<file path="config.mk">
export PLATFORM = sky130hd
export DESIGN_NAME = fpu_norm_round_pipe
export DESIGN_NICKNAME = d
export VERILOG_FILES = /design/src/rtl/fpu_norm_round_pipe.sv
export SDC_FILE = /design/constraint.sdc
export NUM_CORES = 1
export LEC_CHECK = 0
export BUFFER_PORTS_ARGS = -buffer_cell sky130_fd_sc_hd__buf_4
export CORE_MARGIN = 2
export CORE_UTILIZATION = 43
export CTS_CLUSTER_SIZE = 25
export DETAILED_ROUTE_END_ITERATION = 8
export SLEW_MARGIN = 20
export SYNTH_ARGS = -nofsm -noshare
export SYNTH_HDL_FRONTEND = slang
export SYNTH_SLANG_ARGS = --single-unit
</file>
<file path="constraint.sdc">
create_clock -name clk -period 7.6 [get_ports clk]
set_clock_uncertainty 0.05 [all_clocks]
set_input_delay 1.52 -clock clk [delete_from_list [all_inputs] [get_ports clk]]
set_output_delay 1.52 -clock clk [all_outputs]
set_load 0.01 [all_outputs]
</file>
<file path="src/rtl/fpu_norm_round_pipe.sv">
// fpu_norm_round_pipe
// Post-add normalize + round-to-nearest-even stage for the binary32 FPU.
// It takes the raw 28-bit significand sum, the larger operand's exponent and
// the resolved sign. Stage 1 normalizes (LZC, then a right or left shift) and
// stage 2 rounds and packs the result with exception flags.
// Ports:
//   clk, rst (async, active-high), flush (sync, clears both stages)
//   in_valid/in_ready, in_sign, in_exp[7:0], in_sig[27:0]
//     in_sig = {carry, hidden, frac[22:0], guard, round, sticky}
//   in_special/in_special_val : bypass value carried through unmodified
//   out_valid/out_ready, out_result[31:0], out_flags = {ovf, unf, inexact, zero}
module fpu_norm_round_pipe (
  input  logic        clk,
  input  logic        rst,
  input  logic        flush,
  input  logic        in_valid,
  output logic        in_ready,
  input  logic        in_sign,
  input  logic [7:0]  in_exp,
  input  logic [27:0] in_sig,
  input  logic        in_special,
  input  logic [31:0] in_special_val,
  output logic        out_valid,
  input  logic        out_ready,
  output logic [31:0] out_result,
  output logic [3:0]  out_flags
);

  // Leading zeros of a nonzero 27-bit value. The highest set bit is scanned
  // last, so it decides the count.
  function automatic logic [4:0] lzc27(input logic [26:0] x);
    logic [4:0] n;
    n = 5'd0;
    for (int i = 0; i <= 26; i++) begin
      if (x[i]) n = 5'(26 - i);
    end
    return n;
  endfunction

  // RNE rounding and packing. sig = {hidden, frac[22:0], g, r, s}.
  // exp == 0 marks a subnormal. Returns {result[31:0], flags[3:0]}.
  function automatic logic [35:0] round_pack(input logic        sign,
                                             input logic [8:0]  exp,
                                             input logic [26:0] sig);
    logic        rup, inexact, ovf, unf, zero;
    logic [24:0] sum;
    logic [8:0]  e;
    logic [22:0] frac;
    logic [31:0] res;
    rup     = sig[2] & (sig[1] | sig[0] | sig[3]);
    inexact = |sig[2:0];
    sum     = {1'b0, sig[26:3]} + {24'd0, rup};
    e       = exp;
    frac    = sum[22:0];
    if (sum[24]) begin
      // 1.111..1 rounded up becomes 10.000..0
      frac = 23'd0;
      e    = exp + 9'd1;
    end else if (exp == 9'd0 && sum[23]) begin
      // The subnormal rounded up into the smallest normal
      e = 9'd1;
    end
    ovf = 1'b0;
    if (e >= 9'd255) begin
      res     = {sign, 8'hFF, 23'd0};
      ovf     = 1'b1;
      inexact = 1'b1;
    end else begin
      res = {sign, e[7:0], frac};
    end
    unf  = (res[30:23] == 8'd0) & inexact;
    zero = (res[30:0] == 31'd0);
    return {res, ovf, unf, inexact, zero};
  endfunction

  logic        vld_p1, vld_p2;
  logic        adv_p2, adv_p1, accept, load_p2;

  logic        sign_p1, special_p1;
  logic [31:0] sval_p1;
  logic [8:0]  exp_p1;
  logic [26:0] sig_p1;

  logic [31:0] res_p2;
  logic [3:0]  flags_p2;

  logic [4:0]  lz;
  logic [8:0]  lim, shamt, exp_n;
  logic [26:0] shl, sig_n;
  logic [35:0] rnd;

  // Handshake: a full pipe still accepts a beat when the output drains
  assign adv_p2   = ~vld_p2 | out_ready;
  assign adv_p1   = ~vld_p1 | adv_p2;
  assign in_ready = adv_p1 & ~flush;
  assign accept   = in_valid & in_ready;
  assign load_p2  = adv_p2 & vld_p1 & ~flush;

  always_comb begin
    lz    = lzc27(in_sig[26:0]);
    lim   = {1'b0, in_exp} - 9'd1;
    // Clamp the left shift so the exponent never drops below 1. If the hidden
    // bit is still clear after that, the value is subnormal.
    shamt = ({4'd0, lz} < lim) ? {4'd0, lz} : lim;
    shl   = in_sig[26:0] << shamt;
    sig_n = shl;
    exp_n = shl[26] ? ({1'b0, in_exp} - shamt) : 9'd0;
    if (in_sig[27]) begin
      sig_n = {in_sig[27:4], in_sig[3], in_sig[2], in_sig[1] | in_sig[0]};
      exp_n = {1'b0, in_exp} + 9'd1;
    end else if (in_sig[26:0] == 27'd0) begin
      // An all-zero significand with exponent 0 packs to a signed zero in stage 2
      sig_n = 27'd0;
      exp_n = 9'd0;
    end
  end

  // ---- stage 1 boundary: normalized significand/exponent ----
  always_ff @(posedge clk or posedge rst) begin
    if (rst) begin
      vld_p1 <= 1'b0;
      vld_p2 <= 1'b0;
    end else if (flush) begin
      vld_p1 <= 1'b0;
      vld_p2 <= 1'b0;
    end else begin
      if (adv_p1) vld_p1 <= in_valid;
      if (adv_p2) vld_p2 <= vld_p1;
    end
  end

  always_ff @(posedge clk) begin
    if (accept) begin
      sign_p1    <= in_sign;
      special_p1 <= in_special;
      sval_p1    <= in_special_val;
      exp_p1     <= exp_n;
      sig_p1     <= sig_n;
    end
  end

  assign rnd = round_pack(sign_p1, exp_p1, sig_p1);

  // ---- stage 2 boundary: rounded, packed result ----
  always_ff @(posedge clk or posedge rst) begin
    if (rst) begin
      res_p2   <= 32'h0;
      flags_p2 <= 4'h0;
    end else if (load_p2) begin
      res_p2   <= special_p1 ? sval_p1 : rnd[35:4];
      flags_p2 <= special_p1 ? 4'h0 : rnd[3:0];
    end
  end

  assign out_valid  = vld_p2;
  assign out_result = res_p2;
  assign out_flags  = flags_p2;

endmodule

</file>
Word-level counts from Yosys, hierarchy flattened
Cells that the tools add are included.
{"block": "word_totals", "reg_bits": 108, "out_inout_bits": 38, "inputBits": 75, "elab_cells": 85}
{"block": "op_classes", "reduce_logical": 8, "magnitude_cmp": 2, "shift": 1, "bitwise_logic": 14, "muxes": 45, "addsub": 5}
{"cell": "$mux W5", "n": 27}
{"cell": "$mux W9", "n": 6}
{"cell": "$mux W32", "n": 1}
{"cell": "$logic_not A31 Y1", "n": 1}
{"cell": "$mux W31", "n": 1}
{"cell": "$logic_not A27 Y1", "n": 1}
{"cell": "$mux W27", "n": 1}
{"cell": "$shl A27 B9 Y27", "n": 1}
{"cell": "$mux W26", "n": 1}
{"cell": "$add A24 B1 Y25", "n": 1}
{"cell": "$mux W23", "n": 1}
{"cell": "$add A8 B1 Y9 const B", "n": 1}
{"cell": "$add A9 B1 Y9 const B", "n": 1}
{"cell": "$ge A9 B8 Y1 const B", "n": 1}
{"cell": "$logic_not A9 Y1", "n": 1}
{"cell": "$lt A5 B9 Y1", "n": 1}
{"cell": "$sub A8 B1 Y9 const B", "n": 1}
{"cell": "$sub A8 B9 Y9", "n": 1}
{"cell": "$logic_not A8 Y1", "n": 1}
{"cell": "$and A1 B1 Y1", "n": 6}
{"cell": "$mux W1", "n": 6}
{"cell": "$or A1 B1 Y1", "n": 5}
{"cell": "$mux W4", "n": 1}
{"cell": "$reduce_bool A2 Y1", "n": 2}
{"cell": "other kinds (3)", "n": 5}

Logic depth before layout (Yosys ltp)
Gate-level depths: netlist of the first run.
{"block": "logic_depth", "ltp_word": 33, "ltp_mapped": 25, "mapped_depth_nobuf": 23}

Worst setup path before layout of the first run
No wires, ideal clock.
{"block": "synth_path", "path_kind": "input port to flip-flop", "start": "input port in_sig[16]", "end": "register exp_p1[7], data pin", "path_buffers": 3, "setup_ps": 157, "arrival_time_ps": 5902, "path_slack_ps": 1492, "path_stages": 23, "cell_sequence": "clkbuf_1 > nor4_1 > nand2_1 > o21bai_1 > inv_1 > ha_1 > nand2_1 > nor2_1 > a211oi_1 > a31o_2 > a31oi_2 > mux2i_1 > buf_1 > clkbuf_1 > ha_1 > o21ai_0 > nand2b_1 > a21o_1 > a21o_1 > a21o_1 > a21o_1 > o21bai_1 > a32oi_1"}
{"block": "synth_between", "elab_chain_len": 17}
{"element": "from (decl)", "line": "20", "source": "input logic [27:0] in_sig,"}
{"element": "$mux W5 (11 in a row)", "line": "35", "source": "if (x[i]) n = 5'(26 - i);"}
{"element": "$lt A5 B9 Y1", "line": "104", "source": "shamt = ({4'd0, lz} < lim) ? {4'd0, lz} : lim;"}
{"element": "$mux W9", "line": "104"}
{"element": "$sub A8 B9 Y9 / $shl A27 B9 Y27 (equally long branches)", "line": "107, 105"}
{"element": "$mux W9", "line": "107", "source": "exp_n = shl[26] ? ({1'b0, in_exp} - shamt) : 9'd0;"}
{"element": "$mux W9 (*)", "line": "111", "source": "end else if (in_sig[26:0] == 27'd0) begin"}
{"element": "$mux W9 (*)", "line": "108", "source": "if (in_sig[27]) begin"}
{"element": "named net exp_n[7]", "line": "88", "source": "logic [8:0] lim, shamt, exp_n;"}
{"element": "to (signal assigned)", "line": "137", "source": "exp_p1 <= exp_n;"}
{"element": "to (decl)", "line": "81", "source": "logic [8:0] exp_p1;"}
Mark *: on every way through the listed nets, which the timed path passes. The rest lies on a longest branch.
A chain may end at the register's enable or synchronous reset.

Final worst setup path of the first run
{"block": "layout_path", "start": "input port in_sig[0]", "end": "register exp_p1[8], data pin"}
{"block": "layout_between", "elab_chain_len": 33}
{"element": "$mux W5 (27 in a row)", "line": "35"}
{"element": "$lt A5 B9 Y1", "line": "104"}
{"element": "$mux W9", "line": "104"}
{"element": "$sub A8 B9 Y9 / $shl A27 B9 Y27 (equally long branches)", "line": "107, 105"}
{"element": "$mux W9", "line": "107"}
{"element": "$mux W9 (*)", "line": "111"}
{"element": "$mux W9 (*)", "line": "108"}
{"element": "named net exp_n[8]", "line": "88"}
Marked as above.

==> results of run 1 <==
## critical path, cell delays in order
cell and delay (ns):
buf_4 0.13, nor3b_1 0.13, o311ai_0 0.37, a31oi_1 0.21, o211ai_1 0.45, inv_1 0.15, ha_1 0.23, a21oi_1 0.16
nor2_1 0.06, a211oi_1 0.48, o221ai_1 0.21, a22oi_2 0.64, inv_1 0.17, ha_1 0.25, fa_1 0.41, nor2b_1 0.12
o21ai_0 0.08, nand2b_1 0.12, a21o_1 0.13, a21o_1 0.14, a211oi_1 0.09, o21ai_0 0.11, o21ai_0 0.15
## power groups by stage
stage | clock network (mW) | registers (mW) | logic [mW]
after floorplan | 0 | 0.743 | 0.216
after global placement | 0 | 0.733 | 0.394
after detailed placement | 0 | 0.736 | 0.396
after CTS | 0.479 | 0.723 | 0.398
after global routing | 0.500 | 0.730 | 0.436
final | 0.467 | 0.723 | 0.398
## cell type report
type                    count  area share (%)
well taps                 225            3.20
repair buffers            126            10.8
clock buffers               9            2.56
flip-flops and latches    108            34.7
multi-input cells         623            46.8
inverters                  26            1.11
clock inverters             7           0.853
## how the worst max path moves through the flow
| stage | slack, ns | to | cells past startpoint |
|---|---|---|---|
| 2_1_floorplan | 1.49 | exp_p1[7] | 23 |
| 3_3_place_gp | 0.89 | exp_p1[8] | 24 |
| 3_5_place_dp | 0.77 | exp_p1[8] | 23 |
| 4_1_cts | 1.17 | exp_p1[8] | 24 |
| 5_1_grt | 0.64 | exp_p1[8] | 23 |
| 6_report | 1.12 | exp_p1[8] | 23 |
## metal layers
metal	GRT usage [%]	vias to the layer above	wire [um]
met5	0	-	0
li1	-	3157	-
met2	39.5	259	10100
met4	8.74	0	677
met1	30.1	3083	9090
met3	2.51	49	1190
## through the flow
| stage | setup slack [ns] | cell area (um^2) |
|---|---|---|
| floorplan | 1.49 | 7410 |
| global placement | 0.892 | 8500 |
| detailed placement | 0.771 | 8500 |
| CTS | 1.17 | 8800 |
| global route | 0.641 | 8800 |
| finish | 1.12 | 8800 |
## layout by cell type, fill, tap and decap left out, drive strengths merged, types with 16 or more instances in the layout
master	count
buf	126
nand2	90
mux2i	75
edfxtp	70
nor2	69
o21ai	58
a21oi	38
dfrtp	38
nand3	33
inv	26
xnor2	24
nor3	24
xor2	18
ha	16
## cell families (layout without fill, tap and decap cells)
family	Yosys count	in the layout	synth area share (%)
AOI/OAI and AO/OA	193	193	17.3
buffers and inverters	69	168	3.70
and+or+nand+nor	288	288	18.8
other	1	2	0.0506
xor gates and xnor gates	42	42	4.96
DFF	108	108	41.2
adders and majority gates	17	17	2.97
muxes	81	81	11.0
## registers in the layout (all words and copies together) (netlist names)
| signal | count |
|---|---|
| out_flags | 4 |
| exp_p1 | 9 |
| sign_p1 | 1 |
| sval_p1 | 32 |
| vld_p1 | 1 |
| out_result | 32 |
| special_p1 | 1 |
| sig_p1 | 27 |
| out_valid | 1 |
==> out/results.ini, run 1 <==
[outcome]
outcome=complete, no violations

[sta]
worst_pin_slew_ns=1.03
clock.fmax_ghz=0.154
hold_viol_final=0
setup_viol=0
layout_min_cycle_time_ns=6.48
finalSetupTns_ns=0
fin_crit_sh_pct=85.3
timing.final.max_slew_violations=0
hold_slack_ns=0.436
rsz0062_at_grt=false
slew_headroom_pct=31.2

[global_route]
antenna_found_initial=0
grt_use_total_pct=23.0
grt_overflow_total=0
grt_pass1_wl_mm=33.1
grt_max_degree=71
grt_pass1_vias=6220

[logic_synthesis]
synth_cell_types=68
ys_warn_count=0
synth_edf_count=70
synth_common_cells=nand2_1 (90), mux2i_1 (75), edfxtp_1 (70)
ys_seq_elements=108
synth-main-ff-cell=edfxtp_1
synth_top_area_share_pct=28.4
yosysTopAreaCell=edfxtp_1
syn_area_mm2=0.00741
async_flop_share_pct=35.2
synthCells=799
synth.yosys.seq_area_share_pct=41.2
synth_most_common_cell=nand2_1
avgSynthCellArea_um2=9.28
synthTopCellsByArea=edfxtp_1 (28%), dfrtp_1 (13%), mux2i_1 (10%), nand2_1 (4.6%), o21ai_0 (3.8%)

[layout]
n_fill_cell=1622
regArea_mm2=0.00305
diodes=0
multi_input_area_mm2=0.00412
synthToLayoutAreaGrowth_pct=18.7
postLayoutCoreUtil_pct=51.6
nNetsFinal=986
finalNonFillerCells=1124
final_layout_size_suffix_gt1_share_pct=18.2

[place]
port_buffers=112
dp_cells=1108
gp_congestion=0.942
dp_hpwl_mm=16.2

[detailed_routing]
drt_wl_total_mm=21.0
drc_errors=0
drtAntennaViolNets=0
firstDrtPassIters=5
vias=6548
wl_per_cell_um=18.7
dr.first_iter.drc_count=482
vias_per_cell=5.83

[critical_path]
rr_worst_depth=12
endpoint_kind=flop
r2r_slack_ns=3.33
worstPathArrival_ns=6.51
startpoint=in_sig[0]
critPathKind=in -> reg
critPathLaunchType=primary input
rr_startpoint=sig_p1[2]
crit_path_max_fanout=11
r2r_end=out_result[3]
crit_required_ns=7.63

[floorplanning]
die_h_um=135
io-pin-count=113
row_count=48
start_util_pct=43.4
coreArea_mm2=0.0171
die_x_um=135
die-area_mm2=0.0183

[pwr]
seqPwrFrac_pct=45.5
p_sw_share_pct=29.5
internal_power_mw=1.12
pwr_density_cell_mw_per_mm2=181
total_power_mw=1.59
power_frac_clock_pct=29.4
p_leak_nw=3.62
comb_power_share_pct=25.1
p_switching_uw=468
irDropWorstVdd_uv=137

[cts]
numCtsBuffers=9
cts_tree=built
cts-htree-levels=3
ctsResizeCount=0
clockRootBuffer=clkbuf_16
clockBufferDepth=2
postCtsSetupBuffers=0
clk_pin_slew_ns=0.07
cts.sinks=108
postCtsHoldBufs=0
clock_latency_ns=0.35

[min_path]
min_path_type=reg -> reg
holdPathEnd=out_result[13]
hold_path_depth=2
min_from=out_result[13]

[flow_run]
max-cap-violations=0

Note: power is estimated with default switching activity, not from simulation.
==> inputs of run 2 (changes only) <==
--- a/config.mk
+++ b/config.mk
@@ -10,7 +10,7 @@
 export CORE_UTILIZATION = 43
 export CTS_CLUSTER_SIZE = 25
 export DETAILED_ROUTE_END_ITERATION = 8
-export SLEW_MARGIN = 20
+export PLACE_DENSITY = 0.61
 export SYNTH_ARGS = -nofsm -noshare
 export SYNTH_HDL_FRONTEND = slang
 export SYNTH_SLANG_ARGS = --single-unit
==> run 2 against run 1 <==
  * Clock-buffer cell count increased by 3
  * Global-route usage decreased by 1.1 points
  * Worst setup slack got worse by 0.088 ns
==> out/results.ini, run 2 (synthesized netlist as in run 1, its figures left out) <==
[outcome]
outcome=complete, no violations

[cts]
clk_pin_slew_ns=0.07  ; about the same
clock_latency_ns=0.34  ; about the same
cts.sinks=108  ; unchanged
clockBufferDepth=2  ; unchanged
clockRootBuffer=clkbuf_16
numCtsBuffers=9  ; unchanged
cts_tree=built
ctsResizeCount=0  ; unchanged
postCtsSetupBuffers=0  ; unchanged
postCtsHoldBufs=0  ; unchanged
cts-htree-levels=3  ; unchanged

[detailed_routing]
drtAntennaViolNets=0  ; unchanged
vias_per_cell=5.66  ; -2.9%
firstDrtPassIters=5  ; unchanged
drt_wl_total_mm=19.8  ; -5.8%
wl_per_cell_um=17.6  ; -6.0%
vias=6370  ; -2.7%
dr.first_iter.drc_count=517  ; +7.3%
drc_errors=0  ; unchanged

[pwr]
pwr_density_cell_mw_per_mm2=181  ; +0.47%
p_leak_nw=3.63  ; +0.36%
irDropWorstVdd_uv=93.7  ; -32%

[floorplanning]
die-area_mm2=0.0183  ; unchanged
die_x_um=135  ; unchanged
coreArea_mm2=0.0171  ; unchanged
row_count=48  ; unchanged
die_h_um=135  ; unchanged
io-pin-count=113  ; unchanged
start_util_pct=43.4  ; unchanged

[sta]
timing.final.max_slew_violations=0  ; unchanged
fin_crit_sh_pct=86.4  ; +1.2 points
rsz0062_at_grt=false
slew_headroom_pct=39.8  ; +8.5 points
layout_min_cycle_time_ns=6.57  ; +0.0883 ns
worst_pin_slew_ns=0.904  ; -0.125 ns
hold_slack_ns=0.428  ; -0.00745 ns
finalSetupTns_ns=0  ; unchanged
clock.fmax_ghz=0.152  ; -1.3%
hold_viol_final=0  ; unchanged
setup_viol=0  ; unchanged

[global_route]
grt_pass1_wl_mm=31.8  ; -4.0%
grt_use_total_pct=21.9  ; -1.1 points
grt_pass1_vias=5981  ; -3.8%
grt_max_degree=71  ; unchanged
antenna_found_initial=0  ; unchanged
grt_overflow_total=0  ; unchanged

[place]
dp_cells=1110  ; +0.18%
port_buffers=112  ; unchanged
gp_congestion=0.908  ; -3.7%
dp_hpwl_mm=15.0  ; -7.0%

[min_path]
hold_path_depth=2  ; unchanged
min_path_type=reg -> reg

[critical_path]
crit_path_max_fanout=17  ; +6
critPathLaunchType=primary input
worstPathArrival_ns=6.71  ; +0.20 ns
critPathKind=in -> reg
path_common_cell=a21o_1
endpoint_kind=flop
crit_family=compound AO/OA/AOI/OAI gates
cp.depth=22  ; -4.3%
rr_worst_depth=12  ; unchanged
slowest_delay_ns=0.69  ; +0.05 ns
crit_chain=buf_4, nor3b_1, o311ai_0, a31oi_1, o211ai_1, inv_1, ha_1, nand2_1, nor2_1, o211ai_1, a31o_2, a31oi_2, mux2i_4, ha_1, o21ai_0, nand2b_1, a21o_1, a21o_1, a21o_1, a21o_1, o21bai_1, a32oi_1
critPathBufInv=2  ; -1
critPathSlowestCell=mux2i_4
crit_required_ns=7.74  ; +0.11 ns

[layout]
multi_input_area_mm2=0.00412  ; unchanged
nNetsFinal=988  ; +0.20%
finalNonFillerCells=1126  ; +0.18%
final_common_cell=buf_4
synthToLayoutAreaGrowth_pct=19.0
regArea_mm2=0.00305  ; unchanged
final_cell_mix=buf_4 (128), nand2_1 (90), mux2i_1 (73)
final_layout_size_suffix_gt1_share_pct=18.1  ; -0.15 points
n_fill_cell=1674  ; +3.2%
diodes=0  ; unchanged

[flow_run]
max-cap-violations=0  ; unchanged

## run 2: metrics by stage
step                util [%]  worst slack, ns  total power, mW  cell area (um^2)
detailed placement      49.9            0.651             1.13              8510
global placement        49.9            0.764             1.12              8510
CTS                     51.7             1.02             1.61              8820
floorplan                  -             1.49            0.960              7410
global route            51.7            0.578             1.68              8820
finish                  51.7             1.03             1.60              8820
## run 2: worst paths after layout
| path | from | to | slack (ns) |
|---|---|---|---|
| max | in_sig[0] | exp_p1[7] | 1.03 |
| max reg2reg | sig_p1[2] | out_flags[2] | 3.66 |
| min reg2reg | out_result[2] | out_result[2] | 0.43 |
| min | out_result[2] | out_result[2] | 0.43 |
| max in group asynchronous | rst | out_result[7] | 5.89 |
| min in group asynchronous | rst | out_result[26] | 1.24 |
## run 2: area by class of cell
type / instances / share of cell area, %
multi-input combinational: 623 / 46.7
inverter: 26 / 1.11
tap: 225 / 3.19
timing repair buffer: 128 / 10.9
clock inverter: 4 / 0.823
sequential: 108 / 34.6
clock buffer: 12 / 2.68
## run 2: power breakdown
part	switching, mW	leakage (nW)	internal, mW
sequential	0.0344	1.13	0.688
clock	0.195	0.149	0.289
combinational	0.217	2.35	0.176
## run 2: worst register-to-register path: stages, from the launching register on
cell and delay (ns):
edfxtp_1 0.42, and2_1 0.19, ha_1 0.23, and3_1 0.22
and3_1 0.29, and4_1 0.29, and3_1 0.23, and3_1 0.20
xnor2_1 0.34, o41ai_4 0.21, buf_4 0.23, o41ai_1 0.73
o21ai_0 0.15
## run 2: per-layer routing
layer | GRT usage (%) | part of all wire, %
met2 | 34.2 | 45
met1 | 32.4 | 48
met4 | 6.37 | 2.0
met5 | 0 | 0
met3 | 2.24 | 5.2
==> inputs of run 3 (changes only) <==
--- a/config.mk
+++ b/config.mk
@@ -6,11 +6,13 @@
 export NUM_CORES = 1
 export LEC_CHECK = 0
 export BUFFER_PORTS_ARGS = -buffer_cell sky130_fd_sc_hd__buf_4
+export CELL_PAD_IN_SITES_DETAIL_PLACEMENT = 1
+export CELL_PAD_IN_SITES_GLOBAL_PLACEMENT = 1
 export CORE_MARGIN = 2
-export CORE_UTILIZATION = 43
+export CORE_UTILIZATION = 48
 export CTS_CLUSTER_SIZE = 25
 export DETAILED_ROUTE_END_ITERATION = 8
-export PLACE_DENSITY = 0.61
+export PLACE_DENSITY = 0.85
 export SYNTH_ARGS = -nofsm -noshare
 export SYNTH_HDL_FRONTEND = slang
 export SYNTH_SLANG_ARGS = --single-unit
==> run 3 against run 2 <==
  * Power grew 0.32%
  * Sequential power rose by 0.7%
  * Register-to-register slack lost 0.09 ns
  * Cell count decreased by 3.5%
  * Critical path type unchanged
  * Critical endpoint unchanged
  * Clock power fell by 4%
  * Sequential share of layout area increased by 0.23 points
  * Global-route usage rose by 6.6 points
  * Worst hold slack better by 0.013 ns
  * First-iteration DRC count down 11%
==> out/results.ini, run 3 (synthesized netlist as in run 1, its figures left out) <==
[global_route]
grt_pass1_wl_mm=37.0  ; +16%
grt_overflow_total=0  ; unchanged
antenna_found_initial=0  ; unchanged
grt_max_degree=71  ; unchanged
grt_pass1_vias=6922  ; +16%
grt_use_total_pct=28.5  ; +6.6 points

[place]
port_buffers=112  ; unchanged
dp_cells=1071  ; -3.5%
gp_congestion=0.907  ; about the same
dp_hpwl_mm=17.7  ; +18%

[cts]
postCtsSetupBuffers=0  ; unchanged
postCtsHoldBufs=0  ; unchanged
numCtsBuffers=9  ; unchanged
cts-htree-levels=3  ; unchanged
clockRootBuffer=clkbuf_16
cts_tree=built
clock_latency_ns=0.35  ; about the same
clk_pin_slew_ns=0.07  ; about the same
cts.sinks=108  ; unchanged
ctsResizeCount=0  ; unchanged
clockBufferDepth=2  ; unchanged

[detailed_routing]
vias=6736  ; +5.7%
vias_per_cell=6.20  ; +9.5%
firstDrtPassIters=5  ; unchanged
dr.first_iter.drc_count=458  ; -11%
drc_errors=0  ; unchanged
wl_per_cell_um=21.5  ; +23%
drt_wl_total_mm=23.4  ; +18%
drtAntennaViolNets=0  ; unchanged

[floorplanning]
io-pin-count=113  ; unchanged
start_util_pct=48.9  ; +5.5 points
coreArea_mm2=0.0151  ; -11%
die_x_um=128  ; -5.2%
die-area_mm2=0.0164  ; -10%
die_h_um=128  ; -5.2%
row_count=45  ; -6.3%

[critical_path]
endpoint_kind=flop
crit_family=compound AO/OA/AOI/OAI gates
crit_chain=buf_4, nor3b_1, o311ai_0, a31oi_1, o211ai_1, inv_1, ha_1, nand2_1, nor2_1, o211ai_1, a31o_2, a31oi_2, mux2i_4, ha_1, o21ai_0, nand2b_1, a21o_1, a21o_1, a21o_1, a21o_1, o21bai_1, a32oi_1
r2r_slack_ns=3.57  ; -0.09 ns
slowest_delay_ns=0.65  ; -0.04 ns
critPathBufInv=2  ; unchanged
critPathSlowestCell=a31oi_2
worstPathArrival_ns=6.87  ; +0.16 ns
crit_required_ns=7.72  ; -0.02 ns
path_common_cell=a21o_1
critPathLaunchType=primary input
crit_path_max_fanout=12  ; -5
critPathKind=in -> reg

[layout]
final_layout_size_suffix_gt1_share_pct=18.0  ; -0.071 points
postLayoutCoreUtil_pct=57.9  ; +6.1 points
n_fill_cell=1740  ; +3.9%
synthToLayoutAreaGrowth_pct=18.3
finalNonFillerCells=1087  ; -3.5%
final_cell_mix=buf_4 (125), nand2_1 (90), mux2i_1 (73)
diodes=0  ; unchanged
nNetsFinal=986  ; -0.20%
multi_input_area_mm2=0.00412  ; unchanged
regArea_mm2=0.00305  ; unchanged
final_common_cell=buf_4

[sta]
clock.fmax_ghz=0.148  ; -2.6%
layout_min_cycle_time_ns=6.75  ; +0.178 ns
finalSetupTns_ns=0  ; unchanged
setup_viol=0  ; unchanged
fin_crit_sh_pct=88.8  ; +2.3 points
worst_pin_slew_ns=0.907  ; +0.00290 ns
hold_slack_ns=0.441  ; +0.0130 ns
slew_headroom_pct=39.6  ; -0.19 points
timing.final.max_slew_violations=0  ; unchanged
rsz0062_at_grt=false
hold_viol_final=0  ; unchanged

[pwr]
irDropWorstVdd_uv=111  ; +19%
seqPwrFrac_pct=45.3  ; +0.2 points
pwr_density_cell_mw_per_mm2=183  ; +0.98%
power_frac_clock_pct=29.1  ; -1.2 points
p_switching_uw=477  ; +6.8%
p_sw_share_pct=29.7  ; +1.8 points
comb_power_share_pct=25.7  ; +1.1 points
internal_power_mw=1.13  ; -2.2%
p_leak_nw=3.63  ; -0.17%

[flow_run]
max-cap-violations=0  ; unchanged

[outcome]
outcome=complete, no violations

[min_path]
min_path_type=reg -> reg

==> run 3: power by group through the flow <==
stage / Combinational, mW / Sequential, mW / Clock, mW
6_report: 0.412 / 0.727 / 0.467
5_1_grt: 0.447 / 0.732 / 0.489
4_1_cts: 0.411 / 0.726 / 0.473
3_5_place_dp: 0.405 / 0.737 / 0
3_3_place_gp: 0.391 / 0.731 / 0
2_1_floorplan: 0.216 / 0.743 / 0
==> run 3: final timing paths <==
check / startpoint / end / depth (start not counted)
min reg2reg: out_result[22] / out_result[22] / 2
min in group asynchronous: rst / out_result[30] / 3
max in group asynchronous: rst / out_result[31] / 3
max reg2reg: sig_p1[2] / out_flags[2] / 12
max: in_sig[0] / exp_p1[7] / 22
min: out_result[22] / out_result[22] / 2
==> run 3: cell type report <==
type	instances	share of cell area [%]
repair buffers	126	10.9
multi-input cells	623	47.0
clock buffers	14	3.27
flip-flops and latches	108	34.8
well taps	188	2.68
clock inverters	2	0.157
inverters	26	1.11
==> run 3: metal layers <==
metal	wire, um	part of all wire (%)	global-route usage [%]
met1	9940	42	36.0
met2	11500	49	49.5
met3	1030	4.4	2.80
met4	963	4.1	13.1
met5	0	0	0
==> run 3: worst min-delay path, cell delays in order, from the launching register on <==
cell and delay (ns):
dfrtp_1 0.35, nand2_1 0.05, o21ai_0 0.06
==> run 3: metrics by stage <==
step | setup WS, ns | power [mW] | cell area (um^2)
6_report | 0.852 | 1.61 | 8760
5_1_grt | 0.536 | 1.67 | 8760
4_1_cts | 0.871 | 1.61 | 8760
3_5_place_dp | 0.521 | 1.14 | 8460
3_3_place_gp | 0.871 | 1.12 | 8460
2_1_floorplan | 1.49 | 0.960 | 7410
